[src/rtl/fproc_pkg.sv]
// Shared definitions for the fproc measurement responder: id width, per-core
// FSM state encoding and the fixed response words for error exits.
package fproc_pkg;

  localparam int FPROC_ID_WIDTH = 8;
  localparam int FPROC_DATA_WIDTH = 32;

  typedef enum logic [1:0] {
    IDLE = 2'd0,
    WAIT = 2'd1,
    RESP = 2'd2
  } fproc_state_t;

  localparam logic [FPROC_DATA_WIDTH-1:0] TIMEOUT_DATA = '1;
  localparam logic [FPROC_DATA_WIDTH-1:0] BAD_ID_DATA = '0;

endpackage

[src/rtl/fproc_meas_resp_if.sv]
// Per-core fproc request/response bundle between the processor cores (master)
// and the measurement responder (slave), plus the responder's FSM state view.
interface fproc_meas_resp_if #(
  parameter int N_CORES = 4,
  parameter int DATA_WIDTH = 32
);

  // Request: fproc_enable[k] is a one-cycle pulse qualifying fproc_id slice k.
  // Response: fproc_ready[k] is a one-cycle pulse qualifying fproc_data slice k;
  // there is no back-pressure, and a core issues no new request until after its
  // ready pulse.
  logic [N_CORES-1:0]                          fproc_enable;
  logic [N_CORES*fproc_pkg::FPROC_ID_WIDTH-1:0] fproc_id;
  logic [N_CORES-1:0]                          fproc_ready;
  logic [N_CORES*DATA_WIDTH-1:0]               fproc_data;
  logic [N_CORES*2-1:0]                        state_dbg;

  modport master (
    output fproc_enable,
    output fproc_id,
    input  fproc_ready,
    input  fproc_data,
    input  state_dbg
  );

  modport slave (
    input  fproc_enable,
    input  fproc_id,
    output fproc_ready,
    output fproc_data,
    output state_dbg
  );

endinterface

[src/rtl/fproc_core_port.sv]
// One core's responder: request FSM, latched id, timeout counter, per-channel
// fresh flags and the registered response word.
module fproc_core_port
  import fproc_pkg::*;
#(
  parameter int N_MEAS         = 8,
  parameter int DATA_WIDTH     = 32,
  parameter int TIMEOUT_CYCLES = 1024,
  parameter int TMO_WIDTH      = 16
) (
  input  logic                      clk,
  input  logic                      reset,
  input  logic                      enable,
  input  logic [FPROC_ID_WIDTH-1:0] id,
  input  logic [N_MEAS-1:0]         meas_valid,
  input  logic [N_MEAS-1:0]         meas_bit,
  input  logic [N_MEAS-1:0]         meas_reg,
  output logic                      ready,
  output logic [DATA_WIDTH-1:0]     data,
  output logic                      bad_id_pulse,
  output logic                      timeout_pulse,
  output fproc_state_t              state
);

  localparam int IDX_W = (N_MEAS > 1) ? $clog2(N_MEAS) : 1;
  localparam bit TMO_EN = (TIMEOUT_CYCLES != 0);
  localparam logic [TMO_WIDTH-1:0] TMO_LAST =
    TMO_EN ? TMO_WIDTH'(TIMEOUT_CYCLES - 1) : '0;
  localparam logic [DATA_WIDTH-1:0] TMO_WORD =
    (DATA_WIDTH <= FPROC_DATA_WIDTH) ? DATA_WIDTH'(TIMEOUT_DATA) : '1;
  localparam logic [DATA_WIDTH-1:0] BAD_WORD =
    (DATA_WIDTH <= FPROC_DATA_WIDTH) ? DATA_WIDTH'(BAD_ID_DATA) : '0;

  fproc_state_t              state_q, state_d;
  logic [FPROC_ID_WIDTH-1:0] id_q, id_d;
  logic [TMO_WIDTH-1:0]      cnt_q, cnt_d;
  logic [N_MEAS-1:0]         fresh_q, fresh_d;
  logic [DATA_WIDTH-1:0]     data_q, data_d;
  logic                      id_ok;
  logic [IDX_W-1:0]          idx;

  assign id_ok = (int'(id_q) < N_MEAS);
  assign idx   = id_q[IDX_W-1:0];

  always_ff @(posedge clk or negedge reset) begin
    if (!reset) begin
      state_q <= IDLE;
      id_q    <= '0;
      cnt_q   <= '0;
      fresh_q <= '0;
      data_q  <= '0;
    end else begin
      state_q <= state_d;
      id_q    <= id_d;
      cnt_q   <= cnt_d;
      fresh_q <= fresh_d;
      data_q  <= data_d;
    end
  end

  always_comb begin
    state_d       = state_q;
    id_d          = id_q;
    cnt_d         = cnt_q;
    data_d        = data_q;
    fresh_d       = fresh_q | meas_valid;
    bad_id_pulse  = 1'b0;
    timeout_pulse = 1'b0;
    case (state_q)
      IDLE: begin
        if (enable) begin
          id_d    = id;
          cnt_d   = '0;
          state_d = WAIT;
        end
      end
      WAIT: begin
        if (!id_ok) begin
          state_d      = RESP;
          data_d       = BAD_WORD;
          bad_id_pulse = 1'b1;
        end else if (meas_valid[idx]) begin
          // The same-cycle strobe is the value consumed, so its fresh flag stays clear.
          state_d      = RESP;
          data_d       = DATA_WIDTH'(meas_bit[idx]);
          fresh_d[idx] = 1'b0;
        end else if (fresh_q[idx]) begin
          state_d      = RESP;
          data_d       = DATA_WIDTH'(meas_reg[idx]);
          fresh_d[idx] = 1'b0;
        end else if (TMO_EN && (cnt_q == TMO_LAST)) begin
          state_d       = RESP;
          data_d        = TMO_WORD;
          timeout_pulse = 1'b1;
        end else begin
          cnt_d = cnt_q + TMO_WIDTH'(1);
        end
      end
      RESP: begin
        state_d = IDLE;
        data_d  = '0;
      end
      default: begin
        state_d = IDLE;
        data_d  = '0;
      end
    endcase
  end

  assign ready = (state_q == RESP);
  assign data  = data_q;
  assign state = state_q;

endmodule

[src/rtl/fproc_meas_resp.sv]
// fproc responder top: shared channel result store, one request port per core,
// and sticky error flags collected from all ports.
module fproc_meas_resp
  import fproc_pkg::*;
#(
  parameter int N_CORES        = 4,
  parameter int N_MEAS         = 8,
  parameter int DATA_WIDTH     = 32,
  parameter int TIMEOUT_CYCLES = 1024,
  parameter int TMO_WIDTH      = 16
) (
  input  logic               clk,
  input  logic               reset,
  fproc_meas_resp_if.slave   fproc,
  input  logic [N_MEAS-1:0]  meas_valid,
  input  logic [N_MEAS-1:0]  meas_bit,
  output logic               err_bad_id,
  output logic               err_timeout
);

  logic [N_MEAS-1:0]  meas_reg;
  logic [N_CORES-1:0] bad_id_pulse;
  logic [N_CORES-1:0] timeout_pulse;

  always_ff @(posedge clk or negedge reset) begin
    if (!reset) begin
      meas_reg <= '0;
    end else begin
      meas_reg <= (meas_reg & ~meas_valid) | (meas_bit & meas_valid);
    end
  end

  for (genvar k = 0; k < N_CORES; k++) begin : g_core
    fproc_state_t core_state;

    fproc_core_port #(
      .N_MEAS         (N_MEAS),
      .DATA_WIDTH     (DATA_WIDTH),
      .TIMEOUT_CYCLES (TIMEOUT_CYCLES),
      .TMO_WIDTH      (TMO_WIDTH)
    ) u_port (
      .clk           (clk),
      .reset         (reset),
      .enable        (fproc.fproc_enable[k]),
      .id            (fproc.fproc_id[k*FPROC_ID_WIDTH +: FPROC_ID_WIDTH]),
      .meas_valid    (meas_valid),
      .meas_bit      (meas_bit),
      .meas_reg      (meas_reg),
      .ready         (fproc.fproc_ready[k]),
      .data          (fproc.fproc_data[k*DATA_WIDTH +: DATA_WIDTH]),
      .bad_id_pulse  (bad_id_pulse[k]),
      .timeout_pulse (timeout_pulse[k]),
      .state         (core_state)
    );

    assign fproc.state_dbg[2*k +: 2] = core_state;
  end

  // Error flags hold until reset so software can poll them after the fact.
  always_ff @(posedge clk or negedge reset) begin
    if (!reset) begin
      err_bad_id  <= 1'b0;
      err_timeout <= 1'b0;
    end else begin
      err_bad_id  <= err_bad_id | (|bad_id_pulse);
      err_timeout <= err_timeout | (|timeout_pulse);
    end
  end

endmodule

[src/flat_wrapper.sv]
// flat-port wrapper written by rule: the top's interface ports become plain ports
module fproc_meas_resp_flat import fproc_pkg::*;
#(
  parameter int N_CORES        = 4,
  parameter int N_MEAS         = 8,
  parameter int DATA_WIDTH     = 32,
  parameter int TIMEOUT_CYCLES = 1024,
  parameter int TMO_WIDTH      = 16
)
  (clk, reset, meas_valid, meas_bit, err_bad_id, err_timeout, fproc_fproc_enable, fproc_fproc_id, fproc_fproc_ready, fproc_fproc_data, fproc_state_dbg);
  fproc_meas_resp_if #(.N_CORES(N_CORES), .DATA_WIDTH(DATA_WIDTH)) fproc_i ();
  input  logic clk;
  input  logic reset;
  input  logic [N_MEAS-1:0] meas_valid;
  input  logic [N_MEAS-1:0] meas_bit;
  output logic err_bad_id;
  output logic err_timeout;
  input wire logic [$bits(fproc_i.fproc_enable)-1:0] fproc_fproc_enable;
  input wire logic [$bits(fproc_i.fproc_id)-1:0] fproc_fproc_id;
  output wire logic [$bits(fproc_i.fproc_ready)-1:0] fproc_fproc_ready;
  output wire logic [$bits(fproc_i.fproc_data)-1:0] fproc_fproc_data;
  output wire logic [$bits(fproc_i.state_dbg)-1:0] fproc_state_dbg;
  assign fproc_i.fproc_enable = fproc_fproc_enable;
  assign fproc_i.fproc_id = fproc_fproc_id;
  assign fproc_fproc_ready = fproc_i.fproc_ready;
  assign fproc_fproc_data = fproc_i.fproc_data;
  assign fproc_state_dbg = fproc_i.state_dbg;
  fproc_meas_resp #(.N_CORES(N_CORES), .N_MEAS(N_MEAS), .DATA_WIDTH(DATA_WIDTH), .TIMEOUT_CYCLES(TIMEOUT_CYCLES), .TMO_WIDTH(TMO_WIDTH)) u_core (.clk(clk), .reset(reset), .fproc(fproc_i), .meas_valid(meas_valid), .meas_bit(meas_bit), .err_bad_id(err_bad_id), .err_timeout(err_timeout));
endmodule
[config.mk]
export PLATFORM = sky130hd
export DESIGN_NAME = fproc_meas_resp_flat
export DESIGN_NICKNAME = d
export VERILOG_FILES = /design/src/rtl/fproc_pkg.sv /design/src/rtl/fproc_meas_resp_if.sv /design/src/rtl/fproc_core_port.sv /design/src/rtl/fproc_meas_resp.sv /design/src/flat_wrapper.sv
export SDC_FILE = /design/constraint.sdc
export NUM_CORES = 1
export LEC_CHECK = 0
export ABC_AREA = 1
export CAP_MARGIN = 25
export CORE_ASPECT_RATIO = 1.25
export CORE_MARGIN = 1
export CORE_UTILIZATION = 45
export DETAILED_ROUTE_END_ITERATION = 12
export HOLD_SLACK_MARGIN = 0.1
export PLACE_DENSITY_LB_ADDON = 0.15
export SKIP_LAST_GASP = 1
export SLEW_MARGIN = 20
export SYNTH_ARGS = -nofsm -noshare
export SYNTH_HDL_FRONTEND = slang
export SYNTH_SLANG_ARGS = --single-unit
[constraint.sdc]
create_clock -name clk -period 2.9 [get_ports clk]
set_clock_uncertainty 0.05 [all_clocks]
set_input_delay 0.435 -clock clk [delete_from_list [all_inputs] [get_ports clk]]
set_output_delay 0.435 -clock clk [all_outputs]
set_load 0.01 [all_outputs]
==> results.py <==
metrics = {
    "run_status": {
        "status": "finished, final reports clean",
    },
    "placement": {
        "dp_slack_ps": 360.6,
        "placed_area_um2": 11570,
        "dp.cells": 1752,
        "routabilityCongestion": 0.8576,
        "portBuffers": 195,
        "post-dp-hpwl_um": 18340,
    },
    "sta": {
        "min_period_over_period": 0.8645,
        "fmax_ghz": 0.3989,
        "hold_violations": 0,
        "maxSlewHeadroom": 0.4238,
        "hold_slack_ps": 432.2,
        "fin_crit_ps": 2507,
        "finalSetupTns_ps": 0,
        "rsz0062_at_grt": "false",
        "maxSlewViolCount": 0,
        "fin_ws_ps": 393.1,
        "worst_pin_slew_ps": 864.2,
        "setup_violations": 0,
    },
    "clock_network": {
        "cts_tree": "yes",
        "clk_path_buf_depth": 2,
        "cts-buffers-inserted": 17,
        "cts.sinks": 154,
        "clock_latency_ps": 420,
        "htree_levels": 4,
        "cts_root_buffer": "clkbuf_16",
        "clk_pin_slew_worst_paths_ps": 60,
    },
    "job": {
        "max_cap_viol_count": 0,
    },
    "critical_path": {
        "cp.required_ps": 2410,
        "timing.rr.start": "u_core.g_core[2].u_port.id_q[0]",
        "critPathSlowestCell": "dfrtp_1",
        "critPathBufInv": 1,
        "r2r_slack_ps": 550,
        "end_kind": "output port",
        "critical_path.max_stage_delay_ps": 900,
        "cp_data_arrival_time_ps": 2020,
        "crit_family": "flip-flops",
        "reg2reg_depth": 11,
        "path_cells": "clkdlybuf4s50_1",
        "crit_path_start_kind": "register",
        "crit_path_max_fanout": 32,
        "critPathKind": "reg2out",
        "rr_endpoint": "u_core.g_core[2].u_port.cnt_q[4]",
    },
    "die": {
        "initial_utilization": 0.4597,
        "die_w_um": 137.0,
        "die_h_um": 170.7,
        "core-area_um2": 22290,
        "rows": 61,
        "io_pins": 196,
        "die_area_um2": 23380,
    },
    "pwr": {
        "peakVddDrop_mv": 0.4697,
        "power_mw": 7.843,
        "p_per_area_nw_per_um2": 643.7,
        "p_leak_nw": 5.410,
    },
    "grt": {
        "grt.overflow.total": 0,
        "grt_pass1_wl_um": 42340,
        "antenna_found_initial": 0,
        "first_global_vias": 8516,
        "track_usage": 0.2275,
        "grt_max_degree": 73,
    },
    "logic_synthesis": {
        "synth_edf_count": 0,
        "yosys.cell_types.count": 43,
        "synthCells": 1416,
        "synth_seq_area_share": 0.3761,
        "ys_seq_elements": 154,
        "async_flop_share": 1.000,
        "synthesis.area_um2": 10250,
        "synth_top_area_cell": "dfrtp_1",
        "ys_warn_count": 0,
        "yosys-top-cells-area": "dfrtp_1 (38%), nand2_1 (14%), buf_4 (9.8%)",
        "avgSynthCellArea_um2": 7.236,
        "synth_flop_cell": "dfrtp_1",
        "syn_nets": 1474,
        "synth_top_area_share": 0.3761,
    },
    "layout": {
        "final_layout_size_suffix_gt1_frac": 0.07944,
        "syn2layout_area_growth_pct": 18.92,
        "nNetsFinal": 1547,
        "design_area_um2": 12180,
        "final_util": 0.5467,
        "diodes": 0,
        "fin_cells": 1781,
    },
    "drt": {
        "routed.top_layer": "met4",
        "routedWlPerCell_um": 14.27,
        "drc": 0,
        "antenna_left": 0,
        "drt-met1-wl_um": 11600,
        "via_per_inst": 5.080,
        "drtIter0Drc": 581,
        "first_pass_iters": 5,
        "vias": 9048,
        "dr_wl_met2_um": 12200,
        "postRouteWirelength_um": 25420,
        "met3_length_um": 1145,
    },
    "hold_path": {
        "min-delay-start": "u_core.g_core[0].u_port.cnt_q[15]",
        "holdPathStages": 2,
        "worstHoldEndpoint": "u_core.g_core[0].u_port.cnt_q[15]",
        "hold_path_class": "reg2reg",
    },
}
-- layout make-up --
type	instances	area (µm²)
multi-input cells	982	4780
clock buffers	17	425.4
inverters	112	420.4
repair buffers	222	2171
well taps	283	354.1
fillers	2153	10100
clock inverters	11	180.2
flip-flops and latches	154	3854
-- cell usage after synthesis, types with 4 or more instances --
cell / number
nor3_1: 20
xnor2_1: 10
a21oi_1: 45
nor3b_1: 10
nand3_2: 10
inv_1: 97
buf_4: 134
buf_2: 20
mux2_2: 18
inv_2: 11
nor2_4: 4
a22oi_1: 4
nand3_1: 112
nand2_1: 380
o21ai_0: 19
a31oi_1: 5
clkinv_1: 4
nor2_1: 219
o211ai_1: 24
nand4_1: 26
nor2_2: 6
dfrtp_1: 154
xor2_1: 32
a41oi_1: 4
ha_1: 4
nand2_2: 7
clkbuf_1: 8
-- layer usage --
| layer | vias up | GRT usage |
|---|---|---|
| met3 | 31 | 0.03496 |
| met1 | 4218 | 0.2986 |
| li1 | 4553 | - |
| met5 | - | 0 |
| met2 | 246 | 0.3808 |
| met4 | 0 | 0.07406 |
-- layout by cell type (no fill, tap or decap), types with 2 or more instances in the layout --
cell type	Yosys	layout
o21ai_1	3	3
a31oi_1	5	5
o211ai_2	3	3
mux2_2	18	18
a21oi_1	45	45
bufinv_16	0	5
o21ai_0	19	19
a22oi_1	4	4
nor2_2	6	6
clkinv_2	0	6
clkinv_1	4	4
dfrtp_1	154	154
o21a_1	2	2
nand3b_1	2	2
ha_1	4	4
nor3b_1	10	10
xor2_1	32	32
nand2_2	7	7
inv_1	97	97
and3_1	3	3
inv_2	11	11
clkbuf_16	0	17
a41oi_1	4	4
clkdlybuf4s50_1	0	194
o211ai_1	24	24
nand2_4	3	3
nor2_4	4	4
xnor2_1	10	10
nor2_1	219	219
nor3_1	20	20
nand4_1	26	26
buf_4	134	25
nand3_1	112	112
nand3_2	10	10
nand2_1	380	380
-- state kept, by name, indices dropped and copies added (netlist names), named ones only --
register,flops
u_core.g_core.u_port.id_q,32
u_core.g_core.u_port.state,8
u_core.g_core.u_port.cnt_q,64
u_core.g_core.u_port.data,8
u_core.err_timeout,1
u_core.err_bad_id,1
u_core.g_core.u_port.fresh_q,32
-- timing repair --
action                                 4_1_cts  5_1_grt
resized for setup                            0        0
hold buffers                                 1        0
buffers inserted                             0        0
endpoints found under the hold margin       68        0
-- logic make-up (layout without fill, tap and decap cells) --
family,after synthesis,in the layout,synth area share
buf+inv,280,362,0.1574
flops,154,154,0.3761
fa+ha+maj,4,4,0.004885
mux,18,18,0.01978
compound gates,110,110,0.06582
simple gates,808,808,0.3401
xor+xnor,42,42,0.03590
-- worst min-delay path: stages, from the launching register on --
cell	delay [ps]
dfrtp_1	340
nand2_1	60
nand2_1	60
-- power by group --
group	internal (mW)	switching [mW]	leakage [nW]
registers	2.40	0.303	1.87
clock network	1.50	0.868	0.304
logic	0.917	1.86	3.24
-- worst max-delay path by stage --
stage,from,endpoint,cells after the start
2_1_floorplan,u_core.g_core[3].u_port.cnt_q[0],u_core.g_core[3].u_port.cnt_q[10],11
3_3_place_gp,meas_valid[0],u_core.g_core[2].u_port.cnt_q[13],10
3_5_place_dp,meas_valid[0],u_core.g_core[2].u_port.cnt_q[9],10
4_1_cts,u_core.g_core[1].u_port.data[30],fproc_fproc_data[40],1
5_1_grt,u_core.g_core[3].u_port.data[30],fproc_fproc_data[101],1
6_report,u_core.g_core[1].u_port.data[30],fproc_fproc_data[40],1
(Power assumes the default switching activity.)
